File: src/rtl/bp_reg_bank_write_arb_pkg.sv
// Shared types and constants for the bp_reg_bank_write_arb register bank.
// Build option: BP_REG_BANK_BYPASS_EN (used by the top module).
package bp_reg_bank_write_arb_pkg;

    typedef enum logic {
        CLEAR = 1'b0,
        READY = 1'b1
    } state_e;

    localparam int unsigned WIDTH_DEFAULT = 28;
    localparam int unsigned ELS_DEFAULT   = 8;

    // Index width for n items; never below 1 so vectors stay legal.
    function automatic int unsigned lg(input int unsigned n);
        return (n > 1) ? $clog2(n) : 1;
    endfunction

    localparam int unsigned LG_ELS_DEFAULT = lg(ELS_DEFAULT);

endpackage

File: src/rtl/bp_rr_arb_onehot.sv
// Combinational round-robin arbiter: one-hot grant to the first valid
// requester at or above ptr_i, wrapping modulo num_req_p.
module bp_rr_arb_onehot
    import bp_reg_bank_write_arb_pkg::*;
#(
    parameter  int unsigned num_req_p = 4,
    localparam int unsigned lg_req_lp = lg(num_req_p)
) (
    input  logic [num_req_p-1:0] v_i,
    input  logic [lg_req_lp-1:0] ptr_i,
    output logic [num_req_p-1:0] grant_o,
    output logic [lg_req_lp-1:0] grant_idx_o,
    output logic                 grant_v_o
);

    int unsigned          idx;
    logic [lg_req_lp-1:0] idx_sel;

    // NOTE: every output gets a default before the search loop; a path that
    // leaves a signal unassigned in always_comb would infer a latch.
    always_comb begin
        grant_o     = '0;
        grant_idx_o = '0;
        grant_v_o   = 1'b0;
        idx         = 0;
        idx_sel     = '0;
        for (int unsigned k = 0; k < num_req_p; k++) begin
            idx     = (32'(ptr_i) + k) % num_req_p;
            idx_sel = lg_req_lp'(idx);
            if (!grant_v_o && v_i[idx_sel]) begin
                grant_v_o        = 1'b1;
                grant_o[idx_sel] = 1'b1;
                grant_idx_o      = idx_sel;
            end
        end
    end

endmodule

File: src/rtl/bp_reg_bank_write_arb.sv
// Round-robin write arbiter and clear sequencer over a small register bank.
// Define BP_REG_BANK_BYPASS_EN to forward same-cycle writes to r_data_o.
module bp_reg_bank_write_arb
    import bp_reg_bank_write_arb_pkg::*;
#(
    parameter  int unsigned num_req_p = 4,
    parameter  int unsigned els_p     = ELS_DEFAULT,
    parameter  int unsigned width_p   = WIDTH_DEFAULT,
    localparam int unsigned lg_els_lp = lg(els_p),
    localparam int unsigned lg_req_lp = lg(num_req_p)
) (
    input  logic                           clk_i,
    input  logic                           reset_i,
    input  logic                           clear_i,
    input  logic [num_req_p-1:0]           v_i,
    input  logic [num_req_p*lg_els_lp-1:0] addr_i,
    input  logic [num_req_p*width_p-1:0]   data_i,
    output logic [num_req_p-1:0]           yumi_o,
    input  logic [lg_els_lp-1:0]           r_addr_i,
    output logic [width_p-1:0]             r_data_o,
    output logic                           busy_o
);

    state_e               state_q, state_d;
    logic                 busy_q, busy_d;
    logic [lg_els_lp-1:0] clr_ptr_q, clr_ptr_d;
    logic [lg_req_lp-1:0] prio_q, prio_d;

    logic [width_p-1:0]   bank_q [els_p];
    logic [els_p-1:0]     bank_en;

    logic                 wr_v;
    logic [lg_els_lp-1:0] wr_addr;
    logic [width_p-1:0]   wr_data;

    logic [num_req_p-1:0] arb_v;
    logic [num_req_p-1:0] grant;
    logic [lg_req_lp-1:0] grant_idx;
    logic                 grant_v;

    // clear_i masks requests so it wins over every write in the same cycle.
    assign arb_v = (state_q == READY && !clear_i) ? v_i : '0;

    bp_rr_arb_onehot #(
        .num_req_p (num_req_p)
    ) u_arb (
        .v_i         (arb_v),
        .ptr_i       (prio_q),
        .grant_o     (grant),
        .grant_idx_o (grant_idx),
        .grant_v_o   (grant_v)
    );

    assign yumi_o = grant;
    assign busy_o = busy_q;

    always_comb begin
        state_d   = state_q;
        clr_ptr_d = clr_ptr_q;
        prio_d    = prio_q;
        wr_v      = 1'b0;
        wr_addr   = clr_ptr_q;
        wr_data   = '0;
        unique case (state_q)
            CLEAR: begin
                wr_v = 1'b1;
                if (clr_ptr_q == lg_els_lp'(els_p - 1)) begin
                    state_d   = READY;
                    clr_ptr_d = '0;
                end else begin
                    clr_ptr_d = clr_ptr_q + lg_els_lp'(1);
                end
            end
            READY: begin
                if (clear_i) begin
                    state_d   = CLEAR;
                    clr_ptr_d = '0;
                end else if (grant_v) begin
                    wr_v    = 1'b1;
                    wr_addr = addr_i[grant_idx*lg_els_lp +: lg_els_lp];
                    wr_data = data_i[grant_idx*width_p +: width_p];
                    prio_d  = (grant_idx == lg_req_lp'(num_req_p - 1))
                              ? '0 : grant_idx + lg_req_lp'(1);
                end
            end
            default: state_d = CLEAR;
        endcase
        busy_d = (state_d == CLEAR);
    end

    // NOTE: sequential state uses non-blocking assignments so every flop
    // samples its _d value from before the edge, independent of block order.
    always_ff @(posedge clk_i or posedge reset_i) begin
        if (reset_i) begin
            state_q   <= CLEAR;
            busy_q    <= 1'b1;
            clr_ptr_q <= '0;
            prio_q    <= '0;
        end else begin
            state_q   <= state_d;
            busy_q    <= busy_d;
            clr_ptr_q <= clr_ptr_d;
            prio_q    <= prio_d;
        end
    end

    always_comb begin
        bank_en = '0;
        for (int unsigned e = 0; e < els_p; e++) begin
            bank_en[e] = wr_v && (wr_addr == lg_els_lp'(e));
        end
    end

    // NOTE: the bank has no reset; the clear sequencer zeroes it instead,
    // which keeps the storage plain enable flops without a reset tree.
    always_ff @(posedge clk_i) begin
        for (int unsigned e = 0; e < els_p; e++) begin
            if (bank_en[e]) begin
                bank_q[e] <= wr_data;
            end
        end
    end

    always_comb begin
        r_data_o = bank_q[r_addr_i];
`ifdef BP_REG_BANK_BYPASS_EN
        if (wr_v && wr_addr == r_addr_i) begin
            r_data_o = wr_data;
        end
`endif
    end

endmodule

File: config.mk
export PLATFORM = sky130hd
export DESIGN_NAME = bp_reg_bank_write_arb
export DESIGN_NICKNAME = d
export VERILOG_FILES = /design/src/rtl/bp_reg_bank_write_arb_pkg.sv /design/src/rtl/bp_rr_arb_onehot.sv /design/src/rtl/bp_reg_bank_write_arb.sv
export SDC_FILE = /design/constraint.sdc
export NUM_CORES = 1
export LEC_CHECK = 0
export ABC_AREA = 1
export CORE_UTILIZATION = 55
export CTS_BUF_LIST = sky130_fd_sc_hd__clkbuf_8
export DETAILED_ROUTE_END_ITERATION = 6
export GPL_ROUTABILITY_DRIVEN = 0
export PLACE_DENSITY = 0.81
export SLEW_MARGIN = 20
export SYNTH_ARGS = -nofsm -noshare
export SYNTH_HDL_FRONTEND = slang
export SYNTH_SLANG_ARGS = --single-unit
File: constraint.sdc
create_clock -name clk_i -period 6.95 [get_ports clk_i]
set_clock_uncertainty 0.2 [all_clocks]
set_input_delay 1.0425 -clock clk_i [delete_from_list [all_inputs] [get_ports clk_i]]
set_output_delay 1.0425 -clock clk_i [all_outputs]
set_load 0.1 [all_outputs]
==> run metrics, run 1 <==
most frequent cells after synthesis nor2_1 (262), edfxtp_1 (224), o21ai_0 (147); max_cap viols 0; Seq/Total Area, Yosys 64.37%; outcome finished clean; routed len/inst 17.07 um; crit path kind input port to output port; DRT Wirelength 25130 um; fillcell total 1367; first-pass GRT wire length 39700 um; Std-Cell Rows 50; FF-to-FF path depth 16; initial drt markers 753; Final Hold Violating Endpoints 0; crit end category output port; R2R Setup Slk 2.19 ns; dpl hpwl 14790 um; Area contributors post-synth edfxtp_1 (63%), nor2_1 (9.2%), o21ai_0 (6.9%); dominant synthesized flop cell edfxtp_1; Die X 141.6 um; H-tree depth 2; Final Instance Area 13210 um^2; sum of negative setup slack 0 ns; final worst path period need 5.375 ns; Synth area leader edfxtp_1; reg2reg start prio_q[0]; proportion of layout cells with a drive suffix above 1 8.993%; total congestion overflow 0; mapped cell area 10720 um^2; Area Overhead vs Synth 23.21%; gate count of the mapped netlist 1039; post-layout net count 1326; Mapped Avg Cell Area 10.32 um^2; hold path start clr_ptr_q[1]; clk sink count 231; largest net degree at the start of global routing 75; post-CTS sizing 0; Worst setup SP type input port; # hold bufs at CTS 0; DIE AREA 20060 um^2; vias in the first global route 7930; Compound-Gate Fraction of Synth Area 14.98%; Setup Viol. Count Final 0; RR Endpoint bank_q[2][18]; count of pins over their slew limit 0; number of diodes 0; via count 8274; root buffer cell clkbuf_8; #FFs+latches synth 231; synth warn 0; TritonCTS clock tree yes; DP Worst Slack 1.672 ns; Post-Synth Simple-Gate Area 14.93%; setup ws final 1.575 ns; router iterations before antenna repair 5; Arrival @ worst endpoint 4.13 ns; XOR/XNOR share of the synthesized area 0%; Hold Crit Class register to register; Synth cell types 34; gr usage total 25.68%; Worst-Margin Slew 1.128 ns; largest family of logic cells by synthesized area compound AO/OA/AOI/OAI gates; Worst-path clk slew 0.05 ns; dpl cell area 12530 um^2; Post-CTS Setup Inserts 0; post-synth top area share 62.72%; ys async rst share 3.030%; mux share of post-synthesis cell area 0%; initial antenna violation count 0; # IOs 167; Final Cycle Share 77.34%; port bufs 166; fmax 0.1860 GHz; worst hold path cell count 2; Max transition margin 24.59%; Hold Crit Endpoint clr_ptr_q[1]; count leader, synth nor2_1; crit path max fanout 62; DRT antenna net count 0; Max Buffers Root-to-Sink 3; drt drc 0; RSZ-0062 raised after global routing no; Adder-Cell Fraction of Synth Area 0.7000%; TritonCTS Buffers 37; Core Footprint 18890 um^2; Vias per Instance 5.621; worst skew pair latency 0.51 ns; Initial Utilization 56.76%; Syn Nets 1179; worst path required time 5.71 ns; number of enable flip-flop cells after synthesis 224; Die H 141.6 um
## flip-flops by register name, summed over array words and instances, names as in the netlist
register / flops
bank_q: 224
busy_o: 1
clr_ptr_q: 3
prio_q: 2
state_q: 1
## metrics by stage
stage	hold slack (ns)	instances	utilization, %
floorplan	0.3488	1039	-
global placement	0.3767	1407	66.32
detailed placement	0.3854	1407	66.32
CTS	0.3924	1472	69.93
global route	0.4381	1472	69.93
finish	0.3873	1472	69.93
## worst max path at each step
stage / start / end / slack (ns) / cells after the start
2_1_floorplan: clear_i / yumi_o[0] / 1.94 / 9
3_3_place_gp: r_addr_i[0] / r_data_o[17] / 1.71 / 7
3_5_place_dp: clear_i / bank_q[2][12] / 1.67 / 10
4_1_cts: r_addr_i[0] / r_data_o[17] / 1.67 / 7
5_1_grt: r_addr_i[0] / r_data_o[23] / 1.45 / 7
6_report: r_addr_i[0] / r_data_o[17] / 1.57 / 7
## layout by cell type (no fill, tap or decap), drive strengths merged, types with 2 or more instances in the layout
| cell type | count |
|---|---|
| edfxtp | 224 |
| buf | 10 |
| ha | 6 |
| a31oi | 28 |
| a21oi | 34 |
| clkbuf | 37 |
| bufinv | 2 |
| nand3 | 36 |
| nand4 | 12 |
| nor2 | 264 |
| clkdlybuf4s50 | 164 |
| nand2 | 64 |
| o21ai | 203 |
| inv | 61 |
| clkinvlp | 2 |
| o22ai | 32 |
| clkinv | 24 |
| dfrtp | 6 |
## critical path, stage by stage
cell and delay (ns):
buf_4 0.45, buf_4 0.62, o21ai_0 0.21, o22ai_1 0.20
nor2_1 0.06, a31oi_1 0.28, clkdlybuf4s50_1 1.19
## cell type report
type | count | area (um^2) | area share [%]
clock inverters | 28 | 173.9 | 1.316
clock buffers | 37 | 509.2 | 3.854
flip-flops and latches | 231 | 6903 | 52.24
multi-input cells | 681 | 3343 | 25.30
well taps | 260 | 325.3 | 2.462
repair buffers | 174 | 1727 | 13.07
inverters | 61 | 231.5 | 1.752
## metal layers
layer	track usage [%]	vias to the layer above	routed length, um	share of wire, %
li1	-	3980	-	-
met1	33.66	3853	10280	41
met2	42.68	402	12140	48
met3	5.366	39	2284	9.1
met4	8.998	0	427	1.7
met5	0	-	0	0
## cells by family after synthesis
kind of cell | count (synthesis)
simple gates | 377
compound gates | 298
fa+ha+maj | 6
flops | 231
buf+inv | 127
Power of run 1 is not shown: default switching activity piles up to over one toggle a cycle in this logic, so the estimate is an artifact.
==> run 2: changes to the inputs <==
Clock period 6.95 ns to 5.19 ns, I/O delays scaled along.
==> run 2 against run 1 <==
Against the previous run:
- first-iteration DRC count shrank 15%
- cell count grew 1.5%
- register-to-register slack lost 1.2 ns
- clock-buffer cell count grew 2
- global-route usage grew 0.85 points
- non-clock buffer count grew 22
- via count grew 1.0%
- worst setup slack lost 0.54 ns
- die area is the same
- critical path depth grew 9
- wire length grew 2.9%
- largest cell class unchanged
==> run metrics, run 2 (synthesis results as in run 1) <==
outcome finished clean (unchanged); root buffer cell clkbuf_8 (unchanged); first-pass GRT wire length 40900 um (was 39700 um); routed len/inst 17.31 um (was 17.07 um); R2R Setup Slk 1.04 ns (was 2.19 ns); Worst-Margin Slew 0.9707 ns (was 1.128 ns); sum of negative setup slack 0 ns (unchanged); Max transition margin 35.08% (was 24.59%); DIE AREA 20060 um^2 (unchanged); FF-to-FF path depth 16 (unchanged); largest net degree at the start of global routing 65 (was 75); crit path from prio_q[0] (was r_addr_i[0]); initial antenna violation count 0 (unchanged); fmax 0.2409 GHz; Core Footprint 18890 um^2 (unchanged); Area Overhead vs Synth 23.87% (was 23.21%); router iterations before antenna repair 5 (unchanged); max reg flops 224 (unchanged); crit path max fanout 25 (was 62); Die H 141.6 um (unchanged); DRT antenna net count 0 (unchanged); # IOs 167 (unchanged); Std-Cell Rows 50 (unchanged); clk sink count 231 (unchanged); number of diodes 0 (unchanged); TritonCTS clock tree yes (unchanged); Arrival @ worst endpoint 4.17 ns (was 4.13 ns); Final Hold Violating Endpoints 0 (unchanged); gr usage total 26.53% (was 25.68%); worst path required time 5.21 ns (was 5.71 ns); Hold Crit Class input port to async pin (was register to register); total congestion overflow 0 (unchanged); max_cap viols 0 (unchanged); RR Endpoint bank_q[3][15] (was bank_q[2][18]); DRT Wirelength 25860 um (was 25130 um); dpl hpwl 16710 um (was 14790 um); Vias per Instance 5.596 (was 5.621); worst skew pair latency 0.52 ns (was 0.51 ns); Top reg by flops bank_q (unchanged); Final Core Density 70.31% (was 69.93%); proportion of layout cells with a drive suffix above 1 12.88% (was 8.993%); Initial Utilization 56.76% (unchanged); post-CTS sizing 0 (unchanged); H-tree depth 2 (unchanged); Setup Viol. Count Final 0 (unchanged); commonest non-fill, non-tap cells in the layout nor2_1 (254), edfxtp_1 (224), o21ai_0 (147) (was nor2_1 (254), edfxtp_1 (224), clkdlybuf4s50_1 (164)); largest registers bank_q x224, clr_ptr_q x3, prio_q x2 (unchanged); post-layout net count 1348 (was 1326); Final Cycle Share 80.00%; Max Buffers Root-to-Sink 3 (unchanged); # hold bufs at CTS 0 (unchanged); reg2reg start prio_q[0] (unchanged); Die X 141.6 um (unchanged); port bufs 166 (unchanged); most common cell after layout, fill and taps aside nor2_1 (unchanged); Worst setup SP type register (was input port); drt drc 0 (unchanged); vias in the first global route 8063 (was 7930); RSZ-0062 raised after global routing no (unchanged); count of pins over their slew limit 0 (unchanged); Setup crit end bank_q[3][15] (was r_data_o[17]); TritonCTS Buffers 37 (unchanged); crit end category register (was output port); Post-CTS Setup Inserts 0 (unchanged); via count 8360 (was 8274); Worst-path clk slew 0.06 ns (was 0.05 ns); final worst path period need 4.152 ns; initial drt markers 638 (was 753); crit path kind register to register (was input port to output port)
==> run 2: changes by cell type in the layout (fill, tap and decap cells not counted) <==
cell / delta
buf_4: +52
clkdlybuf4s50_1: -32
clkinv_1: +4
clkinv_2: -3
buf_12: +2
bufinv_16: -2
clkbuf_8: +2
clkinvlp_4: -2
inv_6: +1
==> run 2: per-layer routing <==
| metal | vias up | routed length [um] | GRT usage [%] |
|---|---|---|---|
| met5 | - | 0 | 0 |
| met4 | 0 | 485 | 8.036 |
| met3 | 45 | 2202 | 4.826 |
| met2 | 396 | 12420 | 44.18 |
| met1 | 3904 | 10750 | 35.73 |
| li1 | 4015 | - | - |
==> run 2: final cells by class <==
cell class	count	area (um^2)
Clock buffer	39	536.8
Clock inverter	26	107.6
Fill cell	1349	5609
Inverter	61	231.5
Multi-Input combinational cell	681	3343
Sequential cell	231	6903
Tap cell	260	325.3
Timing Repair Buffer	196	1837
==> run 2: metrics by stage <==
stage	cell area (um^2)	hold WS [ns]	cells	worst slack (ns)
after floorplan	10720	0.3488	1039	0.5843
after global placement	12640	0.3857	1429	0.8381
after detailed placement	12640	0.3834	1429	0.7357
after CTS	13280	0.2849	1494	1.047
after global routing	13280	0.3000	1494	0.7278
final	13280	0.2930	1494	1.038
==> run 2: worst min path at each step <==
stage,from,end,cells past startpoint
after floorplan,clr_ptr_q[1],clr_ptr_q[1],2
after global placement,clr_ptr_q[1],clr_ptr_q[1],2
after detailed placement,clr_ptr_q[1],clr_ptr_q[1],2
after CTS,reset_i,state_q,2
after global routing,reset_i,prio_q[1],2
final,reset_i,state_q,2
==> run 2: critical path, cell delays in order, from the launching register on <==
cell     delay [ns]
dfrtp_1        0.65
inv_4          0.16
ha_1           0.38
inv_1          0.16
nand3_1        0.12
nand2_2        0.13
inv_2          0.07
nor2_2         0.13
nand3_2        0.13
nand2_1        0.10
nand2_2        0.28
nand3_1        0.22
nand2_1        0.06
nand2_1        0.06
nand3_1        0.32
nor2_4         0.45
buf_12         0.23
Power of run 2 is left out for the same reason.
==> run 3: changes to the inputs <==
Settings changed: CORE_UTILIZATION 55 to 51, PLACE_DENSITY 0.81 to 0.79.
Clock period 5.19 ns to 3.78 ns, I/O delays scaled along.
==> run 3 against run 2 <==
Against the previous run:
- non-clock buffer count increased by 26
- cell count increased by 2.4%
- utilization decreased by 1.4 points
- die area increased by 7.7%
- critical path depth decreased by 6
- final area increased by 6.0%
- largest cell class unchanged
- highest routed layer unchanged
==> run metrics, run 3 (synthesis results as in run 1) <==
CP Depth 10 (was 16); RSZ-0062 raised after global routing no (unchanged); max_cap viols 0 (unchanged); Setup Viol. Count Final 0 (unchanged); post-layout net count 1373 (was 1348); H-tree depth 2 (unchanged); port bufs 166 (unchanged); CP delay by family, top buffers and inverters (was simple AND/OR/NAND/NOR gates); drt drc 0 (unchanged); count of pins over their slew limit 0 (unchanged); Max transition margin 35.27% (was 35.08%); Final Instance Area 14080 um^2 (was 13280 um^2); root buffer cell clkbuf_8 (unchanged); largest registers bank_q x224, clr_ptr_q x3, prio_q x2 (unchanged); router iterations before antenna repair 5 (unchanged); Area Overhead vs Synth 31.30% (was 23.87%); Final Hold Violating Endpoints 0 (unchanged); clk sink count 231 (unchanged); fmax 0.2795 GHz; initial drt markers 717 (was 638); DRT antenna net count 0 (unchanged); vias in the first global route 8386 (was 8063); final worst path period need 3.578 ns; Die H 147.0 um (was 141.6 um); multi-input logic area 3343 um^2 (unchanged); Max Buffers Root-to-Sink 3 (unchanged); # IOs 167 (unchanged); DIE AREA 21610 um^2 (was 20060 um^2); Worst-Margin Slew 0.9680 ns (was 0.9707 ns); Std-Cell Rows 52 (was 50); worst skew pair latency 0.53 ns (was 0.52 ns); TritonCTS Buffers 36 (was 37); R2R Setup Slk 0.34 ns (was 1.04 ns); dpl hpwl 16900 um (was 16710 um); max reg flops 224 (unchanged); slowest CP cell o21ai_0 (was dfrtp_1); gr usage total 24.73% (was 26.53%); # hold bufs at CTS 0 (unchanged); crit path max fanout 6 (was 25); max incr delay on CP 0.45 ns (was 0.65 ns); Final Core Density 68.92% (was 70.31%); TritonCTS clock tree yes (unchanged); first-pass GRT wire length 42150 um (was 40900 um); post-CTS sizing 0 (unchanged); routed len/inst 17.12 um (was 17.31 um); crit end category output port (was register); Top reg by flops bank_q (unchanged); FF-to-FF path depth 16 (unchanged); crit path kind register to output port (was register to register); initial antenna violation count 0 (unchanged); largest net degree at the start of global routing 59 (was 65); commonest non-fill, non-tap cells in the layout nor2_1 (254), edfxtp_1 (224), o21ai_0 (147) (unchanged); outcome finished clean (unchanged); CP Cell Sequence inv_1, ha_1, inv_1, nand3_1, nand2_2, inv_2, nor2_2, nand3_2, o21ai_0, buf_12 (was inv_4, ha_1, inv_1, nand3_1, nand2_2, inv_2, nor2_2, nand3_2, nand2_1, nand2_2, nand3_1, nand2_1, nand2_1, nand3_1, nor2_4, buf_12); Die X 147.0 um (was 141.6 um); Worst setup SP type register (unchanged); dpl cell area 13390 um^2 (was 12640 um^2); Hold Crit Class input port to async pin (unchanged); most common cell after layout, fill and taps aside nor2_1 (unchanged); worst path required time 3.01 ns (was 5.21 ns); DRT Wirelength 26190 um (was 25860 um); via count 8527 (was 8360); fillcell total 1466 (was 1349); number of diodes 0 (unchanged); Hold WS 0.06275 ns (was 0.2930 ns); Core Footprint 20430 um^2 (was 18890 um^2); Post-CTS Setup Inserts 0 (unchanged); Worst-path clk slew 0.06 ns (about the same); Arrival @ worst endpoint 2.81 ns (was 4.17 ns); Final Cycle Share 94.65%; Initial Utilization 52.49% (was 56.76%); total congestion overflow 0 (unchanged); cell mode on critical path inv_1; Reg area 6903 um^2 (unchanged); proportion of layout cells with a drive suffix above 1 15.16% (was 12.88%); CP Buf/Inv Count 4 (unchanged); Vias per Instance 5.573 (was 5.596)
## run 3: changes by cell type in the layout (fill, tap and decap cells not counted)
cell / before / now
clkinv_1: 21 / 20
buf_12: 3 / 46
clkbuf_8: 39 / 38
buf_4: 60 / 43
bufinv_16: 0 / 2
clkinv_2: 4 / 8
inv_1: 48 / 43
clkinvlp_4: 0 / 1
## run 3: cell type report
type	instances	area share [%]
inverter	61	1.644
multi-input combinational	681	23.74
clock inverter	27	1.226
timing repair buffer	222	18.25
sequential	231	49.02
tap	270	2.399
clock buffer	38	3.714
## run 3: metrics by stage
| step | setup slack [ns] | TNS (ns) | cells |
|---|---|---|---|
| floorplan | -0.6142 | -2.457 | 1039 |
| global placement | 0.1169 | 0 | 1465 |
| detailed placement | 0.02992 | 0 | 1465 |
| CTS | 0.1902 | 0 | 1530 |
| global route | 0.01737 | 0 | 1530 |
| finish | 0.2022 | 0 | 1530 |
## run 3: final timing paths
path,from,end
min in group clk_i,clr_ptr_q[1],clr_ptr_q[1]
max in group asynchronous,reset_i,busy_o
hold / removal,reset_i,clr_ptr_q[2]
hold reg to reg,clr_ptr_q[1],clr_ptr_q[1]
setup / recovery,prio_q[1],yumi_o[3]
setup reg to reg,prio_q[1],bank_q[6][25]
## run 3: metal layers
metal	part of all wire, %	wire, um	GRT usage, %	vias to the layer above
met2	48	12500	40.97	424
met1	41	10800	32.68	3993
met5	0	0	0	-
li1	-	-	-	4070
met3	9.2	2416	5.373	40
met4	1.8	471	7.732	0
## run 3: worst reg2reg max path, delay by kind of cell (launching register included)
kind                     cells  cell delay, ns
buffers and inverters        6            0.86
AO/OA/AOI/OAI                3            0.68
adder cells (fa/ha/maj)      1            0.32
AND/OR/NAND/NOR              6            0.68
flip-flops                   1            0.38
Power of run 3 is left out for the same reason.
